===== src/rtl/connect4_pkg.sv =====
// Board geometry, colour codes and FSM encoding shared by the cell draw engine.
// Constants only; no logic.
package connect4_pkg;
  localparam int CELL_W     = 4;
  localparam int CELL_PITCH = 6;
  localparam int COLS       = 7;
  localparam int ROWS       = 6;
  localparam int X_ORIGIN   = 20;
  localparam int Y_ORIGIN   = 20;
  localparam int POINTER_Y  = 10;
  localparam int LOG_W      = $clog2(CELL_W);

  localparam logic [2:0] COL_BLACK  = 3'b000;
  localparam logic [2:0] COL_RED    = 3'b100;
  localparam logic [2:0] COL_YELLOW = 3'b110;

  typedef enum logic [1:0] {
    ST_IDLE   = 2'd0,
    ST_ERASE  = 2'd1,
    ST_DRAW   = 2'd2,
    ST_FINISH = 2'd3
  } state_t;

  function automatic logic [2:0] player_colour(input logic player);
    return player ? COL_YELLOW : COL_RED;
  endfunction
endpackage


===== src/rtl/cell_draw_engine_if.sv =====
// Request handshake from game logic plus the registered pixel/done stream to the VGA adapter.
interface cell_draw_engine_if;
  logic       req_valid;
  logic       req_ready;
  logic       req_kind;
  logic [2:0] req_col;
  logic [2:0] req_row;
  logic       req_player;
  logic [7:0] x;
  logic [6:0] y;
  logic [2:0] colour;
  logic       plot;
  logic       done;
  logic       err;

  modport master (
    output req_valid, req_kind, req_col, req_row, req_player,
    input  req_ready, x, y, colour, plot, done, err
  );

  modport slave (
    input  req_valid, req_kind, req_col, req_row, req_player,
    output req_ready, x, y, colour, plot, done, err
  );
endinterface


===== src/rtl/cell_sweep.sv =====
// Raster pixel counter over a CELL_W x CELL_W square: one step per enabled cycle, x fastest.
// start clears the counter; it wraps to 0 after the last pixel so sweeps can run back-to-back.
module cell_sweep
  import connect4_pkg::*;
#(
  parameter int W_LOG = LOG_W
) (
  input  logic             clk,
  input  logic             resetn,
  input  logic             start,
  input  logic             en,
  output logic [W_LOG-1:0] dx,
  output logic [W_LOG-1:0] dy,
  output logic             last
);
  logic [2*W_LOG-1:0] pc;

  always_ff @(posedge clk or posedge resetn) begin
    if (resetn) begin
      pc <= '0;
    end else if (start) begin
      pc <= '0;
    end else if (en) begin
      pc <= pc + 1'b1;
    end
  end

  assign dx   = pc[W_LOG-1:0];
  assign dy   = pc[2*W_LOG-1:W_LOG];
  assign last = &pc;
endmodule


===== src/rtl/cell_draw_engine.sv =====
// Draws a disc or the column pointer as a CELL_W square, one registered pixel per clock.
// One request in flight; req_ready is low from accept until the done pulse.
module cell_draw_engine
  import connect4_pkg::*;
(
  input  logic                clk,
  input  logic                resetn,
  cell_draw_engine_if.slave   bus
);
  state_t     state, state_nx;
  logic       kind_q, player_q, err_q, ptr_valid;
  logic [2:0] col_q, row_q, ptr_col;
  logic       accept, req_bad, sweeping, last;
  logic [LOG_W-1:0] dx, dy;
  logic [2:0] sweep_col;
  logic [7:0] px;
  logic [6:0] py;
  logic [2:0] pcolour;

  assign bus.req_ready = (state == ST_IDLE);
  assign accept        = bus.req_valid && bus.req_ready;
  assign req_bad       = (int'(bus.req_col) >= COLS) ||
                         (!bus.req_kind && (int'(bus.req_row) >= ROWS));
  assign sweeping      = (state == ST_ERASE) || (state == ST_DRAW);

  cell_sweep u_sweep (
    .clk    (clk),
    .resetn (resetn),
    .start  (accept),
    .en     (sweeping),
    .dx     (dx),
    .dy     (dy),
    .last   (last)
  );

  always_comb begin
    state_nx = state;
    case (state)
      ST_IDLE: begin
        if (accept) begin
          if (req_bad)                          state_nx = ST_FINISH;
          else if (bus.req_kind && ptr_valid)   state_nx = ST_ERASE;
          else                                  state_nx = ST_DRAW;
        end
      end
      ST_ERASE:  if (last) state_nx = ST_DRAW;
      ST_DRAW:   if (last) state_nx = ST_FINISH;
      ST_FINISH: state_nx = ST_IDLE;
      default:   state_nx = ST_IDLE;
    endcase
  end

  // Erase always targets the old pointer row; everything else uses the latched request.
  always_comb begin
    sweep_col = (state == ST_ERASE) ? ptr_col : col_q;
    px        = 8'(X_ORIGIN + int'(sweep_col) * CELL_PITCH + int'(dx));
    if ((state == ST_ERASE) || kind_q)
      py = 7'(POINTER_Y + int'(dy));
    else
      py = 7'(Y_ORIGIN + (ROWS - 1 - int'(row_q)) * CELL_PITCH + int'(dy));
    pcolour = (state == ST_ERASE) ? COL_BLACK : player_colour(player_q);
  end

  always_ff @(posedge clk or posedge resetn) begin
    if (resetn) begin
      state      <= ST_IDLE;
      kind_q     <= 1'b0;
      col_q      <= '0;
      row_q      <= '0;
      player_q   <= 1'b0;
      err_q      <= 1'b0;
      ptr_col    <= '0;
      ptr_valid  <= 1'b0;
      bus.x      <= '0;
      bus.y      <= '0;
      bus.colour <= '0;
      bus.plot   <= 1'b0;
      bus.done   <= 1'b0;
      bus.err    <= 1'b0;
    end else begin
      state <= state_nx;
      if (accept) begin
        kind_q   <= bus.req_kind;
        col_q    <= bus.req_col;
        row_q    <= bus.req_row;
        player_q <= bus.req_player;
        err_q    <= req_bad;
      end
      if ((state == ST_DRAW) && last && kind_q) begin
        ptr_col   <= col_q;
        ptr_valid <= 1'b1;
      end
      bus.plot <= sweeping;
      if (sweeping) begin
        bus.x      <= px;
        bus.y      <= py;
        bus.colour <= pcolour;
      end
      bus.done <= (state == ST_FINISH);
      bus.err  <= (state == ST_FINISH) && err_q;
    end
  end
endmodule


===== src/flat_wrapper.sv =====
// flat-port wrapper written by rule: the top's interface ports become plain ports
module cell_draw_engine_flat import connect4_pkg::*;
  (clk, resetn, bus_req_valid, bus_req_kind, bus_req_col, bus_req_row, bus_req_player, bus_req_ready, bus_x, bus_y, bus_colour, bus_plot, bus_done, bus_err);
  cell_draw_engine_if bus_i ();
  input  logic clk;
  input  logic resetn;
  input wire logic [$bits(bus_i.req_valid)-1:0] bus_req_valid;
  input wire logic [$bits(bus_i.req_kind)-1:0] bus_req_kind;
  input wire logic [$bits(bus_i.req_col)-1:0] bus_req_col;
  input wire logic [$bits(bus_i.req_row)-1:0] bus_req_row;
  input wire logic [$bits(bus_i.req_player)-1:0] bus_req_player;
  output wire logic [$bits(bus_i.req_ready)-1:0] bus_req_ready;
  output wire logic [$bits(bus_i.x)-1:0] bus_x;
  output wire logic [$bits(bus_i.y)-1:0] bus_y;
  output wire logic [$bits(bus_i.colour)-1:0] bus_colour;
  output wire logic [$bits(bus_i.plot)-1:0] bus_plot;
  output wire logic [$bits(bus_i.done)-1:0] bus_done;
  output wire logic [$bits(bus_i.err)-1:0] bus_err;
  assign bus_i.req_valid = bus_req_valid;
  assign bus_i.req_kind = bus_req_kind;
  assign bus_i.req_col = bus_req_col;
  assign bus_i.req_row = bus_req_row;
  assign bus_i.req_player = bus_req_player;
  assign bus_req_ready = bus_i.req_ready;
  assign bus_x = bus_i.x;
  assign bus_y = bus_i.y;
  assign bus_colour = bus_i.colour;
  assign bus_plot = bus_i.plot;
  assign bus_done = bus_i.done;
  assign bus_err = bus_i.err;
  cell_draw_engine u_core (.clk(clk), .resetn(resetn), .bus(bus_i));
endmodule

===== config.mk =====
export PLATFORM = sky130hd
export DESIGN_NAME = cell_draw_engine_flat
export DESIGN_NICKNAME = d
export VERILOG_FILES = /design/src/rtl/connect4_pkg.sv /design/src/rtl/cell_draw_engine_if.sv /design/src/rtl/cell_sweep.sv /design/src/rtl/cell_draw_engine.sv /design/src/flat_wrapper.sv
export SDC_FILE = /design/constraint.sdc
export NUM_CORES = 1
export LEC_CHECK = 0
export ABC_AREA = 1
export CAP_MARGIN = 20
export CORE_ASPECT_RATIO = 1.5
export CORE_MARGIN = 4
export CORE_UTILIZATION = 40
export CTS_CLUSTER_SIZE = 40
export DETAILED_ROUTE_END_ITERATION = 8
export PLACE_DENSITY = 0.69
export REMOVE_ABC_BUFFERS = 1
export SETUP_SLACK_MARGIN = 0.1
export SLEW_MARGIN = 25
export SYNTH_ARGS = -nofsm -noshare
export SYNTH_HDL_FRONTEND = slang
export SYNTH_SLANG_ARGS = --single-unit

===== constraint.sdc =====
create_clock -name clk -period 5.4 [get_ports clk]
set_input_delay 1.08 -clock clk [delete_from_list [all_inputs] [get_ports clk]]
set_output_delay 1.08 -clock clk [all_outputs]
set_load 0.02 [all_outputs]

==> results.toml <==
[run_status]
status = "complete, no violations"

[detailed_routing]
drtIter0Drc = 57
antenna_left = 0
dr.pass1.iters = 4
finalWirelength_um = 3820
wl_per_cell_um = 11.83
drcViolationCount = 0
vias = 1524
via_per_inst = 4.718

[clocking]
cts_resized = 0
post_cts_buffers = 0
cts_sinks = 38
htree_levels = 2
clkTransAtPathRegs_ns = 0.07
postCtsHoldBufs = 0
cts-buffers-inserted = 5
clock_path_buffers = 2
root_buffer = "clkbuf_8"
clk_latency_ns = 0.29
cts_tree = "yes"

[timing]
finalSetupViolCount = 0
rsz0062_at_grt = "no"
slew_violations = 0
fmax_mhz = 361.8
tns_ns = 0
skew_ns = 0.003910
worst_slew_pin_slew_ns = 0.5845
fin_crit_sh = 0.5118
min_period_ns = 2.764
setup_ws_ns = 2.636
slew_headroom = 0.6099
hold_violations = 0

[layout]
syn2layout_area_growth_pct = 22.46
diodes = 0
drive_gt1_frac = 0.06564
seqCellArea_um2 = 950.9
final_cell_mix = "nand2_1 (67), dfrtp_1 (38), clkdlybuf4s50_1 (30)"
fillers = 456
fin_cells = 323
layout_commonest_cell = "nand2_1"
nets = 286
multi_input_area_um2 = 862.1

[floorplan]
pin_count = 33
rows = 30
fp.dieH_um = 93.75
core_mm2 = 0.004617
initial_core_util = 0.4247
fp.dieW_um = 65.17
die_area_mm2 = 0.006109

[synth]
synthCells = 225
synth_area_mm2 = 0.001961
synth_area_per_cell_um2 = 8.714
ys_types = 29
synth-seq-cells = 38
seq_area_frac_synth = 0.4850
yosys_warnings = 0

[power]
leakage_nw = 1.213
ir_worst_vdd_uv = 292.9
powerDensity_mw_per_mm2 = 675.1

[worst_hold_path]
hold_path_class = "reg2reg"

[worst_setup_path]
cp.required_ns = 4.32
arrival_ns = 1.68
crit_type = "reg2out"
cp_max_fo = 4
startpoint_type = "register"
cp-end-kind = "output pin"

[run]
cap_violations = 0

[grt]
grtUsageTotal = 0.1468
antenna_found_initial = 0
grt-ovfl-total = 0
grt_pass1_vias = 1570
grt_max_degree = 39
grt_pass1_wl_um = 7017

[placed_design]
place_congestion = 0.8075
portBuffers = 30
dpl.hpwl_um = 2869
dp_slack_ns = 2.963
dp.cells = 315
==> registers in the layout (all words and copies together) (netlist names) <==
signal,flops
u_core.u_sweep.pc,4
u_core.bus.colour,2
u_core.bus.y,7
u_core.bus.x,7
u_core.player_q,1
u_core.state,2
u_core.bus.done,1
u_core.bus.plot,1
u_core.kind_q,1
u_core.err_q,1
u_core.ptr_col,3
u_core.col_q,3
u_core.ptr_valid,1
u_core.row_q,3
u_core.bus.err,1
==> synthesized netlist by cell type (all sizes together) <==
master / instances / area (um^2)
nand2: 69 / 269.0
dfrtp: 38 / 950.9
inv: 29 / 108.9
o21ai: 22 / 110.1
ha: 17 / 212.7
nand3: 13 / 70.07
nor2: 8 / 32.54
buf: 4 / 25.02
xor2: 4 / 35.03
nor3: 3 / 15.01
a21oi: 2 / 10.01
a31oi: 2 / 12.51
clkbuf: 2 / 17.51
nand4: 2 / 12.51
or2: 2 / 12.51
xnor2: 2 / 17.52
a211oi: 1 / 7.510
a22oi: 1 / 12.51
conb: 1 / 3.750
mux2: 1 / 11.26
nor4: 1 / 6.260
o211ai: 1 / 7.510
==> critical path, cell delays in order (launching register included) <==
cell and delay, ns:
dfrtp_1 0.41, inv_1 0.13, ha_1 0.23, clkdlybuf4s50_1 0.63
==> cells by family after synthesis <==
family	share of synthesized area
AO/OA/AOI/OAI	0.08169
XOR/XNOR	0.02680
adder cells (fa/ha/maj)	0.1085
buffers and inverters	0.07721
flip-flops	0.4850
multiplexers	0.005743
other	0.001913
AND/OR/NAND/NOR	0.2132
==> path summary, 6_finish.rpt <==
check | from | endpoint | slack, ns | cells after the start
max reg2reg | u_core.state[1] | u_core.bus.x[5] | 3.06 | 13
max | u_core.state[0] | bus_req_ready | 2.64 | 3
max in group asynchronous | resetn | u_core.state[0] | 3.87 | 3
min in group asynchronous | resetn | u_core.bus.y[0] | 1.20 | 3
min | u_core.bus.x[1] | u_core.bus.x[1] | 0.48 | 2
min reg2reg | u_core.bus.x[1] | u_core.bus.x[1] | 0.48 | 2
==> cell type report <==
| type | instances | area share |
|---|---|---|
| Multi-Input combinational cell | 153 | 0.3590 |
| Tap cell | 64 | 0.03335 |
| Sequential cell | 38 | 0.3960 |
| Timing Repair Buffer | 31 | 0.1282 |
| Inverter | 29 | 0.04534 |
| Clock buffer | 7 | 0.03596 |
| Clock inverter | 1 | 0.002084 |
==> metal layers <==
metal	vias to the layer above	track usage	part of all wire
met3	7	0.02994	0.039
met2	29	0.2511	0.51
met5	-	0	0
li1	774	-	-
met4	0	0.06574	0.023
met1	714	0.1744	0.43
==> power breakdown <==
part	internal (W)	switching [W]	leakage (nW)
registers	0.000413	0.0000808	0.477
logic	0.000381	0.000542	0.688
clock network	0.000103	0.000101	0.0482
==> per-stage QoR <==
stage | total power [W] | utilization | area [um^2] | hold slack [ns]
final | 0.001621 | 0.5201 | 2401 | 0.4761
after global routing | 0.001804 | 0.5201 | 2401 | 0.5057
after CTS | 0.001641 | 0.5201 | 2401 | 0.4782
after detailed placement | 0.001434 | 0.5003 | 2310 | 0.4597
after global placement | 0.001417 | 0.5003 | 2310 | 0.4537
after floorplan | 0.001134 | - | 1922 | 0.4368
No activity file was read; power rests on OpenSTA's default activity.
